File: src/rtl/temperature_accept_controller.sv
// Temperature sample accept/reject controller: screens each sample against the running history
// average, with a one-deep pending buffer. Optional macro TEMP_ANOMALY_COUNTER_EN enables anomalyCount.
module temperature_accept_controller #(
   parameter int TEMPERATURE_WIDTH     = 16,
   parameter int TEMPERATURES_TO_TRACK = 16,
   parameter int ANOMALY_MARGIN        = 8,
   parameter int SETTLE_CYCLES         = 2,
   parameter int REJECT_LIMIT          = 4
) (
   input  logic                         clk,
   input  logic                         reset,
   input  logic                         temperatureReceived,
   input  logic [TEMPERATURE_WIDTH-1:0] receivedTemperature,
   input  logic [TEMPERATURE_WIDTH-1:0] averageTemperature,
   output logic                         acceptTemperature,
   output logic                         temperatureReady,
   output logic [TEMPERATURE_WIDTH-1:0] temperature,
   output logic                         anomaly,
   output logic                         historyFull,
   output logic                         overrun,
   output logic [7:0]                   anomalyCount
);
   localparam int W      = TEMPERATURE_WIDTH;
   localparam int FILL_W = $clog2(TEMPERATURES_TO_TRACK + 1);
   localparam int REJ_W  = $clog2(REJECT_LIMIT + 1);
   localparam int SET_W  = $clog2(SETTLE_CYCLES + 1);

   typedef enum logic [2:0] {IDLE, CHECK, ACCEPT, SETTLE, REJECT} state_t;

   state_t              stateReg, stateNext;
   logic [W-1:0]        sampleReg, pendingReg, temperatureReg;
   logic                pendingValidReg, overrunReg, readyReg, readyNext;
   logic [FILL_W-1:0]   fillCountReg;
   logic [REJ_W-1:0]    rejectCountReg;
   logic [SET_W-1:0]    settleCountReg;
   logic signed [W:0]   diff;
   logic [W:0]          absDiff;
   logic                withinMargin, startCheck, rejectLimitHit;

   // Widened by one bit so the unsigned difference and its magnitude never truncate
   always_comb begin
      diff    = $signed({1'b0, sampleReg}) - $signed({1'b0, averageTemperature});
      absDiff = diff[W] ? -diff : diff;
   end

   assign withinMargin   = absDiff <= (W+1)'(ANOMALY_MARGIN);
   assign rejectLimitHit = rejectCountReg == REJ_W'(REJECT_LIMIT);
   assign startCheck     = (stateReg == IDLE) && (pendingValidReg || temperatureReceived);
   assign historyFull    = fillCountReg == FILL_W'(TEMPERATURES_TO_TRACK);
   assign temperature    = temperatureReg;
   assign temperatureReady = readyReg;
   assign overrun        = overrunReg;

   always_ff @(posedge clk or posedge reset) begin
      if (reset) stateReg <= IDLE;
      else       stateReg <= stateNext;
   end

   always_comb begin
      stateNext         = stateReg;
      acceptTemperature = 1'b0;
      anomaly           = 1'b0;
      readyNext         = 1'b0;
      case (stateReg)
         IDLE:   if (startCheck) stateNext = CHECK;
         CHECK:  stateNext = (!historyFull || withinMargin || rejectLimitHit) ? ACCEPT : REJECT;
         ACCEPT: begin
            acceptTemperature = 1'b1;
            stateNext         = SETTLE;
         end
         SETTLE: if (settleCountReg == SET_W'(SETTLE_CYCLES - 1)) begin
            stateNext = IDLE;
            readyNext = 1'b1;
         end
         REJECT: begin
            anomaly   = 1'b1;
            stateNext = IDLE;
         end
         default: stateNext = IDLE;
      endcase
   end

   // Sample capture: pending sample has priority in IDLE; a new pulse then refills the buffer
   always_ff @(posedge clk or posedge reset) begin
      if (reset) begin
         sampleReg       <= '0;
         pendingReg      <= '0;
         pendingValidReg <= 1'b0;
         overrunReg      <= 1'b0;
      end else if (stateReg == IDLE && pendingValidReg) begin
         sampleReg       <= pendingReg;
         pendingValidReg <= temperatureReceived;
         if (temperatureReceived) pendingReg <= receivedTemperature;
      end else if (stateReg == IDLE && temperatureReceived) begin
         sampleReg <= receivedTemperature;
      end else if (temperatureReceived) begin
         if (pendingValidReg) begin
            overrunReg <= 1'b1;
         end else begin
            pendingReg      <= receivedTemperature;
            pendingValidReg <= 1'b1;
         end
      end
   end

   always_ff @(posedge clk or posedge reset) begin
      if (reset) begin
         temperatureReg <= '0;
         fillCountReg   <= '0;
         rejectCountReg <= '0;
         settleCountReg <= '0;
         readyReg       <= 1'b0;
      end else begin
         readyReg <= readyNext;
         case (stateReg)
            ACCEPT: begin
               temperatureReg <= sampleReg;
               rejectCountReg <= '0;
               settleCountReg <= '0;
               if (!historyFull) fillCountReg <= fillCountReg + 1'b1;
            end
            SETTLE: settleCountReg <= settleCountReg + 1'b1;
            REJECT: if (!rejectLimitHit) rejectCountReg <= rejectCountReg + 1'b1;
            default: ;
         endcase
      end
   end

`ifdef TEMP_ANOMALY_COUNTER_EN
   logic [7:0] anomalyCountReg;
   always_ff @(posedge clk or posedge reset) begin
      if (reset)                                          anomalyCountReg <= '0;
      else if (stateReg == REJECT && anomalyCountReg != 8'hFF) anomalyCountReg <= anomalyCountReg + 8'd1;
   end
   assign anomalyCount = anomalyCountReg;
`else
   assign anomalyCount = 8'd0;
`endif

endmodule

File: config.mk
export PLATFORM = sky130hd
export DESIGN_NAME = temperature_accept_controller
export DESIGN_NICKNAME = d
export VERILOG_FILES = /design/src/rtl/temperature_accept_controller.sv
export SDC_FILE = /design/constraint.sdc
export NUM_CORES = 1
export LEC_CHECK = 0
export ABC_CLOCK_PERIOD_IN_PS = 3000
export BUFFER_PORTS_ARGS = -buffer_cell sky130_fd_sc_hd__clkbuf_2
export CORE_ASPECT_RATIO = 0.5
export CORE_MARGIN = 3
export CORE_UTILIZATION = 50
export CTS_CLUSTER_DIAMETER = 80
export DETAILED_ROUTE_END_ITERATION = 7
export PLACE_DENSITY = 0.74
export SKIP_LAST_GASP = 1
export SYNTH_ARGS = -nofsm -noshare
export SYNTH_HDL_FRONTEND = slang
export SYNTH_SLANG_ARGS = --single-unit
File: constraint.sdc
create_clock -name clk -period 3 [get_ports clk]
set_input_delay 0.15 -clock clk [delete_from_list [all_inputs] [get_ports clk]]
set_output_delay 0.15 -clock clk [all_outputs]
set_load 0.02 [all_outputs]
==> results of run 1 <==
-- kinds of logic (layout without fill, tap and decap cells) --
group	Yosys count	count (layout)	synth area share [%]
muxes	37	37	9.86
xor gates and xnor gates	11	11	2.30
adders and majority gates	23	23	6.99
and+or+nand+nor	120	120	15.1
buffers and inverters	50	175	5.79
other	1	8	0.0895
DFF	64	64	38.2
AOI/OAI and AO/OA	130	130	21.7
-- worst max-delay path, stage by stage (launching register included) --
cell	delay, ps
dfrtp_1	350
inv_2	50
ha_4	150
fa_2	330
nand2b_4	160
a211oi_4	380
o21ai_2	110
a221o_1	310
or2_1	230
and4b_1	230
a211oi_2	220
o2111a_1	240
o2111ai_4	160
a221oi_2	250
-- sequential cells by signal, summed over array words and instances, names as in the netlist --
register	count
fillCountReg	5
temperatureReady	1
settleCountReg	2
pendingValidReg	1
sampleReg	16
rejectCountReg	3
stateReg	3
temperature	16
pendingReg	16
overrun	1
-- layout make-up --
class	instances	area (µm²)	share of cell area (%)
sequential	64	1600	29.4
clock inverter	5	80.1	1.47
clock buffer	11	243	4.45
tap	108	135	2.48
inverter	26	97.6	1.79
multi-input combinational	329	2430	44.6
timing repair buffer	133	863	15.8
-- worst max path at each step --
| stage | from | end | slack, ps | cells past startpoint |
|---|---|---|---|---|
| 2_1_floorplan | sampleReg[0] | stateReg[1] | -60 | 13 |
| 3_3_place_gp | sampleReg[0] | stateReg[1] | -210 | 13 |
| 3_5_place_dp | sampleReg[0] | stateReg[1] | -340 | 13 |
| 4_1_cts | sampleReg[0] | stateReg[1] | -230 | 13 |
| 5_1_grt | sampleReg[0] | stateReg[1] | -500 | 13 |
| 6_report | sampleReg[0] | stateReg[1] | -270 | 13 |
-- cells in the final DEF, fill, tap and decap left out, types with 7 or more instances in the layout --
master and count:
or3_1 7, o21ai_0 12, a21o_1 8, mux2_2 34, conb_1 8, ha_1 20
clkbuf_16 9, clkbuf_2 55, a21oi_1 34, nor2_1 16, nand2_1 35, o22ai_1 32
dfrtp_1 64, inv_1 23, nand3_1 11, and2_1 8, buf_4 77, nor3_1 9
-- report_power, final --
part,switching [mW],internal (mW),leakage [nW]
clock,0.368,0.748,0.152
sequential,0.317,1.28,0.757
combinational,2.22,2.05,1.67
total,2.90,4.08,2.58
-- layer usage --
layer | GRT usage [%] | wire length [µm] | vias up
met3 | 4.05 | 518 | 16
met2 | 40.7 | 5520 | 122
li1 | - | - | 1856
met1 | 32.5 | 5170 | 1915
met5 | 0 | 0 | -
met4 | 5.70 | 135 | 0
-- repair_timing --
action	4_1_cts	5_1_grt
pin swaps	4	2
setup buffers	2	2
setup endpoints to repair	2	2
endpoints found under the hold margin	19	0
hold buffers	1	0
resized for setup	3	2
-- synthesized netlist by cell type (all sizes together), types with 6 or more instances --
cell | n | area share (%)
nor2 | 19 | 1.8
mux2 | 34 | 9.1
and3 | 6 | 0.93
or3 | 7 | 1.0
clkbuf | 9 | 0.81
o21ai | 16 | 2.0
dfrtp | 64 | 38
nand3 | 11 | 1.3
nand2 | 35 | 3.1
a21oi | 35 | 4.3
buf | 14 | 2.4
inv | 25 | 2.2
xnor2 | 6 | 1.3
o22ai | 33 | 4.9
ha | 21 | 6.3
nor3 | 10 | 1.2
and2 | 9 | 1.4
a21o | 9 | 1.6
==> impl_metrics.env, run 1 <==
export IMPL_dr_total_vias=3909
export IMPL_port_buffers=55
export IMPL_cts_buffers=9
export IMPL_grt_pass1_wl_um=18600
export IMPL_drt_wl_total_um=11300
export IMPL_drt_vias_per_instance=5.78
export IMPL_relSlewSlack_pct=51.5
export IMPL_syn_avg_cell_area_um2=9.61
export IMPL_worstPathMaxFanout=7
export IMPL_gp_congestion=0.969
export IMPL_drive_gt1_share_pct=36.8
export IMPL_hold_start="receivedTemperature[0]"
export IMPL_clock_latency_ps=320
export IMPL_synth_edf_count=0
export IMPL_status="finished with violations"
export IMPL_hold_end="pendingReg[0]"
export IMPL_rsz0062_at_grt="yes"
export IMPL_worstReg2RegStart="sampleReg[0]"
export IMPL_final_util_pct=70.7
export IMPL_cts_tree="yes"
export IMPL_placedCellCount=655
export IMPL_worst_slack_ps=-272
export IMPL_crit_type="register to register"
export IMPL_area_growth_syn_to_layout_pct=30.1
export IMPL_die_h_um=70.7
export IMPL_cp_data_required_time_ps=3230
export IMPL_dpl_hpwl_um=8020
export IMPL_cts_root_buf="clkbuf_16"
export IMPL_hold_viol_final=0
export IMPL_rows=22
export IMPL_finalSetupViolations=2
export IMPL_skew_ps=7.68
export IMPL_period_minus_slack_ps=3270
export IMPL_drtIter0Drc=306
export IMPL_post_route_cell_area_um2=5450
export IMPL_total_leakage_power_nw=2.58
export IMPL_clock_path_buffers=2
export IMPL_dieWidth_um=135
export IMPL_stdcell_count=676
export IMPL_n_antenna_cell=0
export IMPL_grt_max_degree=46
export IMPL_synth_flop_cell="dfrtp_1"
export IMPL_drv_slew=0
export IMPL_violations="setup timing"
export IMPL_reg2regPathDepth=13
export IMPL_ant_nets=0
export IMPL_num_io_pins=64
export IMPL_start_util_pct=54.4
export IMPL_power_mw=6.98
export IMPL_core_um2=7710
export IMPL_synth_seq_cells=64
export IMPL_n_fill_cell=561
export IMPL_hold_slack_ps=80.9
export IMPL_hp_class="input port to register"
export IMPL_fin_crit_sh_pct=109
export IMPL_endpoint_kind="register"
export IMPL_syn_cell_area_um2=4190
export IMPL_nNetsFinal=620
export IMPL_placed_area_um2=5060
export IMPL_power_density_nw_per_um2=1280
export IMPL_drc=0
export IMPL_dieArea_um2=9580
export IMPL_crit_path_start_kind="register"
export IMPL_ff2ff_setup_slack_ps=-270
export IMPL_synth_async_sr_flop_share_pct=100
export IMPL_dr_pass1_iters=4
export IMPL_routedWlPerCell_um=16.8
export IMPL_synth_warning_count=0
export IMPL_grt_antenna_before_repair=0
export IMPL_r2r_end="stateReg[1]"
export IMPL_finalSetupTns_ps=-520
export IMPL_fmax_ghz=0.306
export IMPL_ys_types=72
export IMPL_cts_sinks=64
export IMPL_syn_inst=436
export IMPL_max_cap_violations=0
export IMPL_path_clk_slew_ps=60
export IMPL_cts_max_level=3
export IMPL_place_ws_ps=-343
export IMPL_grt_overflow=0
export IMPL_globalRouteTotalUtil_pct=24.0
export IMPL_vdd_drop_max_mv=0.536
export IMPL_worstPathArrival_ps=3500
export IMPL_yosysSeqAreaShare_pct=38.2
export IMPL_grt_pass1_vias=3887
export IMPL_hold_depth=2
export IMPL_worst_pin_slew_ps=726
Note: power is estimated with default switching activity, not from simulation.
==> inputs of run 2 (changes only) <==
--- a/config.mk
+++ b/config.mk
@@ -5,14 +5,15 @@
 export SDC_FILE = /design/constraint.sdc
 export NUM_CORES = 1
 export LEC_CHECK = 0
-export ABC_CLOCK_PERIOD_IN_PS = 3000
 export BUFFER_PORTS_ARGS = -buffer_cell sky130_fd_sc_hd__clkbuf_2
+export CELL_PAD_IN_SITES_DETAIL_PLACEMENT = 1
+export CELL_PAD_IN_SITES_GLOBAL_PLACEMENT = 1
 export CORE_ASPECT_RATIO = 0.5
 export CORE_MARGIN = 3
-export CORE_UTILIZATION = 50
+export CORE_UTILIZATION = 40
 export CTS_CLUSTER_DIAMETER = 80
 export DETAILED_ROUTE_END_ITERATION = 7
-export PLACE_DENSITY = 0.74
+export PLACE_DENSITY_LB_ADDON = 0.1
 export SKIP_LAST_GASP = 1
 export SYNTH_ARGS = -nofsm -noshare
 export SYNTH_HDL_FRONTEND = slang
==> constraint.sdc (replaced) <==
create_clock -name clk -period 3 [get_ports clk]
set_input_delay 0.6 -clock clk [delete_from_list [all_inputs] [get_ports clk]]
set_output_delay 0.6 -clock clk [all_outputs]
set_load 0.02 [all_outputs]
==> impl_metrics.env, run 2 (synthesis results as in run 1) <==
export IMPL_clock_path_buffers=2
export IMPL_drt_vias_per_instance=5.40
export IMPL_globalRouteTotalUtil_pct=22.5
export IMPL_total_leakage_power_nw=2.71
export IMPL_dieArea_um2=11800
export IMPL_drive_gt1_share_pct=40.1
export IMPL_max_cap_violations=0
export IMPL_violations="setup timing"
export IMPL_fin_crit_sh_pct=112
export IMPL_place_ws_ps=-786
export IMPL_skew_ps=3.16
export IMPL_num_io_pins=64
export IMPL_die_h_um=78.4
export IMPL_start_util_pct=42.6
export IMPL_dr_pass1_iters=4
export IMPL_worstPathMaxFanout=7
export IMPL_worstPathArrival_ps=3600
export IMPL_grt_pass1_vias=4222
export IMPL_worst_slack_ps=-369
export IMPL_drtIter0Drc=138
export IMPL_cts_tree="yes"
export IMPL_final_util_pct=57.8
export IMPL_grt_pass1_wl_um=21100
export IMPL_port_buffers=55
export IMPL_core_um2=9820
export IMPL_drv_slew=0
export IMPL_routedWlPerCell_um=17.7
export IMPL_rows=25
export IMPL_cts_hold_buf=0
export IMPL_crit_path_start_kind="register"
export IMPL_hold_viol_final=0
export IMPL_finalSetupTns_ps=-729
export IMPL_worst_pin_slew_ps=798
export IMPL_area_growth_syn_to_layout_pct=35.4
export IMPL_vdd_drop_max_mv=0.777
export IMPL_cts_root_buf="clkbuf_16"
export IMPL_dr_total_vias=3909
export IMPL_cts_buffers=9
export IMPL_power_density_nw_per_um2=1280
export IMPL_status="finished with violations"
export IMPL_crit_type="register to register"
export IMPL_ant_nets=0
export IMPL_dieWidth_um=151
export IMPL_hp_class="input port to async pin"
export IMPL_final_cell_mix="buf_4, dfrtp_1, clkbuf_2, nand2_1, mux2_2"
export IMPL_clock_latency_ps=320
export IMPL_path_clk_slew_ps=50
export IMPL_dpl_hpwl_um=9800
export IMPL_gp_congestion=0.869
export IMPL_drc=0
export IMPL_n_fill_cell=1141
export IMPL_cts_max_level=3
export IMPL_cts_sinks=64
export IMPL_grt_overflow=0
export IMPL_drt_wl_total_um=12800
export IMPL_nNetsFinal=641
export IMPL_relSlewSlack_pct=46.7
export IMPL_finalSetupViolations=2
export IMPL_grt_max_degree=38
export IMPL_n_antenna_cell=0
export IMPL_cp_data_required_time_ps=3230
export IMPL_rsz0062_at_grt="yes"
export IMPL_period_minus_slack_ps=3370
export IMPL_grt_antenna_before_repair=0
export IMPL_endpoint_kind="register"
export IMPL_fmax_ghz=0.297
export IMPL_final_common_cell="buf_4"
## run 2: cell types whose count changed in the layout (fill, tap and decap cells not counted), sizes merged
| cell | before | now |
|---|---|---|
| buf | 77 | 99 |
| bufinv | 2 | 1 |
| clkbuf | 66 | 69 |
| dlygate4sd3 | 1 | 0 |
| clkinvlp | 2 | 0 |
## run 2: cell type report
class / instances / area, µm² / area share, %
multi-input combinational: 329 / 2460 / 43.4
sequential: 64 / 1600 / 28.2
timing repair buffer: 154 / 1020 / 18.0
clock buffer: 14 / 284 / 5.01
tap: 135 / 169 / 2.98
inverter: 26 / 97.6 / 1.72
clock inverter: 2 / 35.0 / 0.618
## run 2: per-stage QoR
step | std cells | hold WS [ps] | power (mW) | cell area (µm²)
6_report | 724 | 414 | 7.27 | 5670
5_1_grt | 724 | 472 | 7.85 | 5670
4_1_cts | 720 | 434 | 7.21 | 5630
3_5_place_dp | 701 | 478 | 5.97 | 5230
3_3_place_gp | 701 | 459 | 5.81 | 5230
2_1_floorplan | 443 | 437 | 4.12 | 4240
## run 2: final timing paths
path | slack [ps] | cells after the start | endpoint | start
setup / recovery | -370 | 15 | stateReg[1] | sampleReg[0]
hold / removal | 410 | 2 | fillCountReg[2] | reset
setup reg to reg | -370 | 15 | stateReg[1] | sampleReg[0]
hold reg to reg | 490 | 1 | fillCountReg[4] | fillCountReg[4]
max in group asynchronous | 1870 | 3 | temperature[15] | reset
min in group clk | 490 | 1 | fillCountReg[4] | fillCountReg[4]
## run 2: worst max-delay path: stages (launching register included)
cell,delay (ps)
dfrtp_1,350
inv_2,80
ha_4,180
fa_2,380
nand2b_4,160
a211oi_4,200
buf_6,160
o21a_1,160
mux2i_2,270
nor2_1,100
buf_4,160
o31a_1,250
a21oi_2,100
o2111a_1,220
o2111ai_4,190
a221oi_2,290
## run 2: power by group
part / internal, mW / leakage [nW] / switching, mW / total [mW]
registers: 1.28 / 0.757 / 0.328 / 1.61
clock network: 0.732 / 0.159 / 0.358 / 1.09
logic: 2.23 / 1.79 / 2.34 / 4.57
total: 4.24 / 2.71 / 3.02 / 7.27
## run 2: routing by layer
metal / global-route usage (%) / vias to the layer above / part of all wire (%)
li1: - / 1888 / -
met1: 28.5 / 1939 / 47
met2: 40.0 / 64 / 49
met3: 3.86 / 18 / 2.5
met4: 5.97 / 0 / 1.4
met5: 0 / - / 0
## run 2: what timing repair did
| item | 4_1_cts | 5_1_grt |
|---|---|---|
| gates resized for setup | 11 | 5 |
| setup endpoints to repair | 2 | 2 |
| hold endpoints to repair | 0 | 0 |
| buffers inserted | 3 | 4 |
| pin swaps | 7 | 3 |
==> inputs of run 3 (changes only) <==
--- a/config.mk
+++ b/config.mk
@@ -5,7 +5,8 @@
 export SDC_FILE = /design/constraint.sdc
 export NUM_CORES = 1
 export LEC_CHECK = 0
-export BUFFER_PORTS_ARGS = -buffer_cell sky130_fd_sc_hd__clkbuf_2
+export ABC_CLOCK_PERIOD_IN_PS = 3000
+export BUFFER_PORTS_ARGS = -buffer_cell sky130_fd_sc_hd__buf_2
 export CELL_PAD_IN_SITES_DETAIL_PLACEMENT = 1
 export CELL_PAD_IN_SITES_GLOBAL_PLACEMENT = 1
 export CORE_ASPECT_RATIO = 0.5
==> impl_metrics.env, run 3 (synthesis results as in run 1) <==
export IMPL_max_cap_violations=0
export IMPL_dieArea_um2=11800
export IMPL_clock_path_buffers=2
export IMPL_drive_gt1_share_pct=39.5
export IMPL_grt_max_degree=34
export IMPL_power_density_nw_per_um2=1270
export IMPL_vdd_drop_max_mv=0.642
export IMPL_ff_latch_area_um2=1600
export IMPL_hold_viol_final=0
export IMPL_total_leakage_power_nw=2.67
export IMPL_gp_congestion=0.848
export IMPL_core_um2=9820
export IMPL_drt_vias_per_instance=5.39
export IMPL_multi_input_area_um2=2460
export IMPL_dieWidth_um=151
export IMPL_period_minus_slack_ps=3380
export IMPL_start_util_pct=42.6
export IMPL_cts_buffers=9
export IMPL_relSlewSlack_pct=53.7
export IMPL_crit_path_start_kind="register"
export IMPL_n_antenna_cell=0
export IMPL_hp_class="input port to async pin"
export IMPL_cts_sinks=64
export IMPL_drv_slew=0
export IMPL_dr_pass1_iters=4
export IMPL_final_util_pct=57.3
export IMPL_die_h_um=78.4
export IMPL_endpoint_kind="register"
export IMPL_finalSetupViolations=2
export IMPL_worst_slack_ps=-377
export IMPL_cts_max_level=3
export IMPL_cts_tree="yes"
export IMPL_grt_overflow=0
export IMPL_cts_root_buf="clkbuf_16"
export IMPL_dr_total_vias=3894
export IMPL_crit_type="register to register"
export IMPL_fin_crit_sh_pct=113
export IMPL_violations="setup timing"
export IMPL_fmax_ghz=0.296
export IMPL_clock_latency_ps=330
export IMPL_final_cell_mix="buf_4, dfrtp_1, buf_2, nand2_1, mux2_2"
export IMPL_path_clk_slew_ps=50
export IMPL_drt_wl_total_um=12900
export IMPL_skew_ps=4.93
export IMPL_ant_nets=0
export IMPL_rsz0062_at_grt="yes"
export IMPL_worstPathArrival_ps=3610
export IMPL_finalSetupTns_ps=-714
export IMPL_grt_pass1_vias=4117
export IMPL_routedWlPerCell_um=17.8
export IMPL_port_buffers=55
export IMPL_num_io_pins=64
export IMPL_worst_pin_slew_ps=693
export IMPL_globalRouteTotalUtil_pct=22.7
export IMPL_grt_pass1_wl_um=21300
export IMPL_grt_antenna_before_repair=0
export IMPL_n_fill_cell=1154
export IMPL_final_common_cell="buf_4"
export IMPL_dpl_hpwl_um=9430
export IMPL_drc=0
export IMPL_cp_data_required_time_ps=3240
export IMPL_status="finished with violations"
export IMPL_rows=25
export IMPL_drtIter0Drc=159
export IMPL_area_growth_syn_to_layout_pct=34.3
export IMPL_nNetsFinal=639
export IMPL_worstPathMaxFanout=7
## run 3: changes by cell type in the layout (fill, tap and decap cells not counted), sizes merged
cell / previous run / this run
clkbuf: 69 / 12
buf: 99 / 152
clkinv: 2 / 4
## run 3: report_power, final
part / total (mW) / internal (mW) / switching, mW
combinational: 4.52 / 2.20 / 2.33
sequential: 1.60 / 1.28 / 0.322
clock: 0.999 / 0.639 / 0.360
## run 3: what timing repair did
item | in CTS | in global routing
hold buffers | 0 | 0
buffers inserted | 2 | 4
gates resized for setup | 9 | 7
pin swaps | 6 | 9
setup endpoints to repair | 2 | 2
## run 3: final cells by class
cell class                 count  area share, %
inverter                      26           1.73
clock buffer                  12           4.20
tap                          135           3.00
multi-input combinational    329           43.7
timing repair buffer         152           18.1
sequential                    64           28.5
clock inverter                 4          0.801
## run 3: through the flow
stage	hold slack [ps]	std cells	power (mW)	cell area, µm²	setup WS, ps
2_1_floorplan	437	443	4.12	4240	-276
3_3_place_gp	460	700	5.78	5240	-689
3_5_place_dp	476	700	5.92	5240	-763
4_1_cts	403	718	7.07	5580	-277
5_1_grt	433	722	7.69	5630	-563
6_report	381	722	7.12	5630	-377
## run 3: worst max-delay path, cell delays in order (launching register included)
cell and delay [ps]:
dfrtp_1 360, inv_2 90, ha_4 170, fa_2 330
nand2b_4 160, a211oi_4 240, buf_6 150, o21a_1 150
mux2i_1 260, nor2_1 110, buf_4 150, o31a_1 280
a21oi_2 110, o2111a_1 240, o2111ai_4 200, a221oi_2 270
## run 3: path summary, 6_finish.rpt
check	start	endpoint	slack [ps]	cells after the start
setup reg to reg	sampleReg[0]	stateReg[1]	-380	15
setup / recovery	sampleReg[0]	stateReg[1]	-380	15
min in group clk	fillCountReg[4]	fillCountReg[4]	490	1
hold reg to reg	fillCountReg[4]	fillCountReg[4]	490	1
max in group asynchronous	reset	sampleReg[10]	2010	3
hold / removal	reset	fillCountReg[0]	380	2
## run 3: metal layers
| metal | vias up | GRT usage (%) | share of wire, % |
|---|---|---|---|
| met4 | 0 | 4.43 | 0.85 |
| met2 | 60 | 39.9 | 49 |
| li1 | 1885 | - | - |
| met3 | 13 | 3.81 | 2.6 |
| met5 | - | 0 | 0 |
| met1 | 1936 | 29.8 | 47 |
